--- src/rtl/div_pkg.sv ---
// Shared constants and state type for the shift/subtract divider.
package div_pkg;
    localparam int DEF_DIVIDEND_W = 16;
    localparam int DEF_DIVISOR_W  = 8;
    localparam int ITER_N         = 9;
    localparam int CNT_W          = 4;

    typedef enum logic [1:0] {
        IDLE,
        BUSY,
        DONE
    } state_t;
endpackage

--- src/rtl/div_step.sv ---
// One restoring-division step: subtract the divisor if it fits and report the quotient bit.
module div_step
    import div_pkg::*;
#(
    parameter int W = DEF_DIVIDEND_W
) (
    input  logic [W-1:0] rem,
    input  logic [W-1:0] div,
    output logic [W-1:0] rem_next,
    output logic         qbit
);
    assign qbit     = (rem >= div);
    assign rem_next = qbit ? (rem - div) : rem;
endmodule

--- src/rtl/shift_sub_divider.sv ---
// Sequential restoring divider: one compare-subtract per clock, 9-bit quotient saturated to 8 bits.
// Optional macro DIV_ZERO_ABORT_EN finishes a zero-divisor request after a single BUSY cycle.
module shift_sub_divider
    import div_pkg::*;
#(
    parameter int DIVIDEND_W = DEF_DIVIDEND_W,
    parameter int DIVISOR_W  = DEF_DIVISOR_W
) (
    input  logic                  clk,
    input  logic                  rst,
    input  logic                  Start,
    input  logic [DIVIDEND_W-1:0] Dividend,
    input  logic [DIVISOR_W-1:0]  Divisor,
    output logic                  Busy,
    output logic                  DoneFlag,
    output logic [DIVISOR_W-1:0]  Quotient,
    output logic [DIVIDEND_W-1:0] Remainder,
    output logic [DIVIDEND_W-1:0] RegDivisorOut,
    output logic                  Overflow,
    output logic                  DivZero
);
    state_t                state;
    state_t                next_state;
    logic [DIVIDEND_W-1:0] rem_reg;
    logic [DIVIDEND_W-1:0] div_reg;
    logic [DIVIDEND_W-1:0] rem_next;
    logic [DIVISOR_W-1:0]  q_reg;
    logic [DIVISOR_W:0]    q_final;
    logic [CNT_W-1:0]      k;
    logic                  qbit;
    logic                  accept;
    logic                  last_step;
    logic                  zero_abort;
    logic                  ovf_final;

    div_step #(.W(DIVIDEND_W)) u_step (
        .rem      (rem_reg),
        .div      (div_reg),
        .rem_next (rem_next),
        .qbit     (qbit)
    );

    // A zero divisor register stays zero for the whole operation, so it doubles as the zero flag.
`ifdef DIV_ZERO_ABORT_EN
    assign zero_abort = (state == BUSY) && (div_reg == '0);
`else
    assign zero_abort = 1'b0;
`endif

    assign accept    = Start && (state != BUSY);
    assign last_step = (state == BUSY) && ((k == '0) || zero_abort);
    assign q_final   = {q_reg, qbit};
    assign ovf_final = q_final[DIVISOR_W] || zero_abort;

    assign Busy          = (state == BUSY);
    assign DoneFlag      = (state == DONE);
    assign Remainder     = rem_reg;
    assign RegDivisorOut = div_reg;

    always_ff @(posedge clk) begin
        if (rst) begin
            state <= IDLE;
        end else begin
            state <= next_state;
        end
    end

    always_comb begin
        next_state = state;
        case (state)
            IDLE, DONE: if (Start) next_state = BUSY;
            BUSY:       if (last_step) next_state = DONE;
            default:    next_state = IDLE;
        endcase
    end

    // q_reg keeps only the low 8 quotient bits seen so far; bit 8 is recovered from q_final on the last step.
    always_ff @(posedge clk) begin
        if (rst) begin
            rem_reg  <= '0;
            div_reg  <= '0;
            q_reg    <= '0;
            k        <= '0;
            Quotient <= '0;
            Overflow <= 1'b0;
            DivZero  <= 1'b0;
        end else if (accept) begin
            rem_reg <= Dividend;
            div_reg <= {Divisor, {DIVISOR_W{1'b0}}};
            q_reg   <= '0;
            k       <= CNT_W'(ITER_N - 1);
        end else if (state == BUSY) begin
            if (!zero_abort) begin
                rem_reg <= rem_next;
                q_reg   <= q_final[DIVISOR_W-1:0];
                if (k != '0) begin
                    div_reg <= div_reg >> 1;
                    k       <= k - CNT_W'(1);
                end
            end
            if (last_step) begin
                Overflow <= ovf_final;
                Quotient <= ovf_final ? {DIVISOR_W{1'b1}} : q_final[DIVISOR_W-1:0];
                DivZero  <= (div_reg == '0);
            end
        end
    end
endmodule

--- config.mk ---
export PLATFORM = sky130hd
export DESIGN_NAME = shift_sub_divider
export DESIGN_NICKNAME = d
export VERILOG_FILES = /design/src/rtl/div_pkg.sv /design/src/rtl/div_step.sv /design/src/rtl/shift_sub_divider.sv
export SDC_FILE = /design/constraint.sdc
export NUM_CORES = 1
export LEC_CHECK = 0
export CORE_UTILIZATION = 46
export DETAILED_ROUTE_END_ITERATION = 10
export PLACE_DENSITY = 0.79
export SYNTH_ARGS = -nofsm -noshare
export SYNTH_HDL_FRONTEND = slang
export SYNTH_SLANG_ARGS = --single-unit
--- constraint.sdc ---
create_clock -name clk -period 2.1 [get_ports clk]
set_input_delay 0.525 -clock clk [delete_from_list [all_inputs] [get_ports clk]]
set_output_delay 0.525 -clock clk [all_outputs]
set_load 0.005 [all_outputs]
==> insert_results.sql <==
INSERT INTO impl_metrics (metric_group, metric, value, unit) VALUES
('timing', 'timing.clock.skew', '0.0121', 'ns'),
('die', 'ios', '71', ''),
('layout', 'num_antenna_cells', '0', ''),
('logic_synthesis', 'asyncSetResetFlopFracSynth', '0', '%'),
('die', 'initial_standard_cell_utilization_of_the_core', '47.8', '%'),
('cts', 'worstSkewPairLatency', '0.33', 'ns'),
('logic_synthesis', 'yosysUniqueCellTypes', '50', ''),
('cts', 'ctsHtreeMaxLevel', '2', ''),
('die', 'row_count', '30', ''),
('routing', 'wl_per_cell', '16.4', 'microns'),
('cts', 'cts_max_path_buffers', '2', ''),
('timing', 'finalWorstSetupSlack', '-0.178', 'ns'),
('timing', 'finalCritPeriodShare', '108', '%'),
('run_status', 'run_status', 'finished with violations', ''),
('timing', 'fmax', '439', 'MHz'),
('global_route', 'vias_in_the_first_global_route', '3492', ''),
('logic_synthesis', 'postSynthRegisterBits', '56', ''),
('timing', 'grt_setup_unrepaired', 'true', ''),
('routing', 'drc', '0', ''),
('global_route', 'grt_start_max_net_pins', '38', ''),
('layout', 'layout_commonest_cell', 'buf_4', ''),
('die', 'die_outline_area', '7440', 'sq um'),
('hold_path', 'min-delay-path-class', 'flop to flop', ''),
('run', 'max_cap_violations', '0', ''),
('power', 'power.leakage', '1.94', 'nW'),
('critical_path', 'worst_setup_path_end_kind', 'flop', ''),
('timing', 'tightestPinTransition', '0.584', 'ns'),
('critical_path', 'path_max_fanout', '7', ''),
('die', 'die_h', '86.3', 'microns'),
('critical_path', 'worstSetupPathType', 'flop to flop', ''),
('place', 'detailed_place_hpwl', '7760', 'microns'),
('logic_synthesis', 'number_of_enable_type_register_cells_in_the_synthesized_netlist', '0', ''),
('logic_synthesis', 'netlist_instances', '424', ''),
('global_route', 'use_met1', '36.9', '%'),
('routing', 'routed_via_density', '5.65', ''),
('critical_path', 'cp_data_arrival_time', '2.51', 'ns'),
('routing', 'dr.first_iter.drc_count', '299', ''),
('logic_synthesis', 'post-synth-top-area-cell', 'dfxtp_1', ''),
('layout', 'finalNonFillerCells', '662', ''),
('layout', 'final_area', '5050', 'sq um'),
('logic_synthesis', 'synth_top_area_share', '34.3', '%'),
('layout', 'drive_gt1_share', '27.2', '%'),
('logic_synthesis', 'postSynthNetCount', '469', ''),
('timing', 'finalMaxSlewViolations', '0', ''),
('logic_synthesis', 'post_synth_instance_area', '3270', 'sq um'),
('timing', 'tns', '-1.59', 'ns'),
('routing', 'drt-pass1-iter-count', '5', ''),
('place', 'place_congestion', '0.929', ''),
('cts', 'cts_inserted_buffers', '5', ''),
('global_route', 'antenna_violations_before_repair', '0', ''),
('layout', 'areaGrowthSynthToFinish', '54.5', '%'),
('logic_synthesis', 'avgSynthCellArea', '7.70', 'sq um'),
('timing', 'setup_viol', '16', ''),
('run_status', 'violations_in_the_final_reports', 'setup timing', ''),
('layout', 'mostFrequentLayoutCells', 'buf_4 (78), clkdlybuf4s50_1 (70), nand2_1 (66)', ''),
('critical_path', 'critPathMaxStageDelay', '0.36', 'ns'),
('power', 'pwr_density_cell', '817', 'nW/um^2'),
('place', 'pre_cts_ws', '-0.235', 'ns'),
('cts', 'root_buffer', 'clkbuf_8', ''),
('critical_path', 'critical_path_buffers_and_inverters', '3', ''),
('logic_synthesis', 'synth_warnings', '0', ''),
('cts', 'clock_tree_from_tritoncts', 'yes', ''),
('timing', 'slew-limit-headroom', '60.9', '%'),
('cts', 'cts.hold.buffers_added', '0', ''),
('timing', 'hold_violations', '0', ''),
('critical_path', 'timing.critical_path.required', '2.33', 'ns'),
('place', 'dp.cells', '637', ''),
('global_route', 'grt_pass1_wl', '16900', 'microns'),
('routing', 'detail_route.wirelength', '10900', 'microns'),
('global_route', 'globalRouteOverflowTotal', '0', ''),
('critical_path', 'critPathLaunchType', 'flop', '');
[synth_stat cells, types with 2 or more instances]
cell and instances:
nor2_1 42, nand3_1 7, nand4_1 6, a311oi_1 2, buf_1 2, a21o_1 3, inv_1 22, o211ai_1 3
nor2b_1 4, or3_1 7, or4_1 2, mux2i_1 2, nand2_1 66, a211oi_1 5, o21a_1 3, o21ai_0 19
o22a_1 2, nor3_1 22, dfxtp_1 56, a311oi_2 6, buf_2 4, a22oi_1 7, clkbuf_1 14, buf_6 2
xnor2_1 4, nor4_1 6, a211oi_2 7, and3_1 2, a21oi_1 51, nand2b_1 7, and2_1 4, ha_1 17
[worst reg2reg max path, stage by stage (launching register included)]
cell	delay [ns]
dfxtp_2	0.36
inv_2	0.04
ha_4	0.15
fa_2	0.36
nor2b_4	0.14
o22a_1	0.18
o2111a_1	0.22
o31a_1	0.18
buf_6	0.14
buf_12	0.13
nor2_1	0.05
a311oi_1	0.22
[per-stage QoR]
stage	hold slack, ns	util (%)	power (mW)
after global routing	0.482	73.9	4.37
after detailed placement	0.447	67.9	3.16
final	0.463	73.9	4.13
after floorplan	0.446	-	2.38
after CTS	0.463	71.8	3.94
after global placement	0.444	67.9	3.12
[power by group]
group,switching (mW),internal [mW]
sequential,0.0931,1.16
clock,0.417,0.252
combinational,1.06,1.15
[what timing repair did]
action	4_1_cts	5_1_grt
gates resized for setup	15	30
pin swaps	9	21
setup buffers	11	6
endpoints found under the hold margin	0	0
gates cloned	1	1
endpoints found under the setup margin	16	17
[final cells by class]
type	instances	area (sq um)
Multi-Input combinational cell	323	2170
Fill cell	540	1780
Timing Repair Buffer	157	1440
Sequential cell	56	1130
Tap cell	96	120
Inverter	22	82.6
Clock buffer	5	68.8
Clock inverter	3	33.8
[logic make-up after synthesis]
group                      Yosys count  synth area share, %
adders and majority gates           18                 7.12
AOI/OAI and AO/OA                  118                 25.0
DFF                                 56                 34.3
xor gates and xnor gates             5                 1.34
and+or+nand+nor                    180                 25.5
muxes                                2                0.613
buffers and inverters               45                 6.13
[path summary, 6_finish.rpt]
path / start / to / slack (ns) / cells after the start
setup / recovery: Remainder[0]$_SDFFE_PP0P_ / Remainder[15]$_SDFFE_PP0P_ / -0.18 / 11
setup reg to reg: Remainder[0]$_SDFFE_PP0P_ / Remainder[15]$_SDFFE_PP0P_ / -0.18 / 11
hold reg to reg: Overflow$_SDFFE_PP0P_ / Overflow$_SDFFE_PP0P_ / 0.46 / 2
hold / removal: Overflow$_SDFFE_PP0P_ / Overflow$_SDFFE_PP0P_ / 0.46 / 2
[layer usage]
| metal | vias up | share of wire [%] |
|---|---|---|
| met4 | 0 | 2.4 |
| met1 | 1782 | 43 |
| li1 | 1794 | - |
| met3 | 29 | 5.4 |
| met5 | - | 0 |
| met2 | 135 | 49 |
Note: power is estimated with default switching activity, not from simulation.
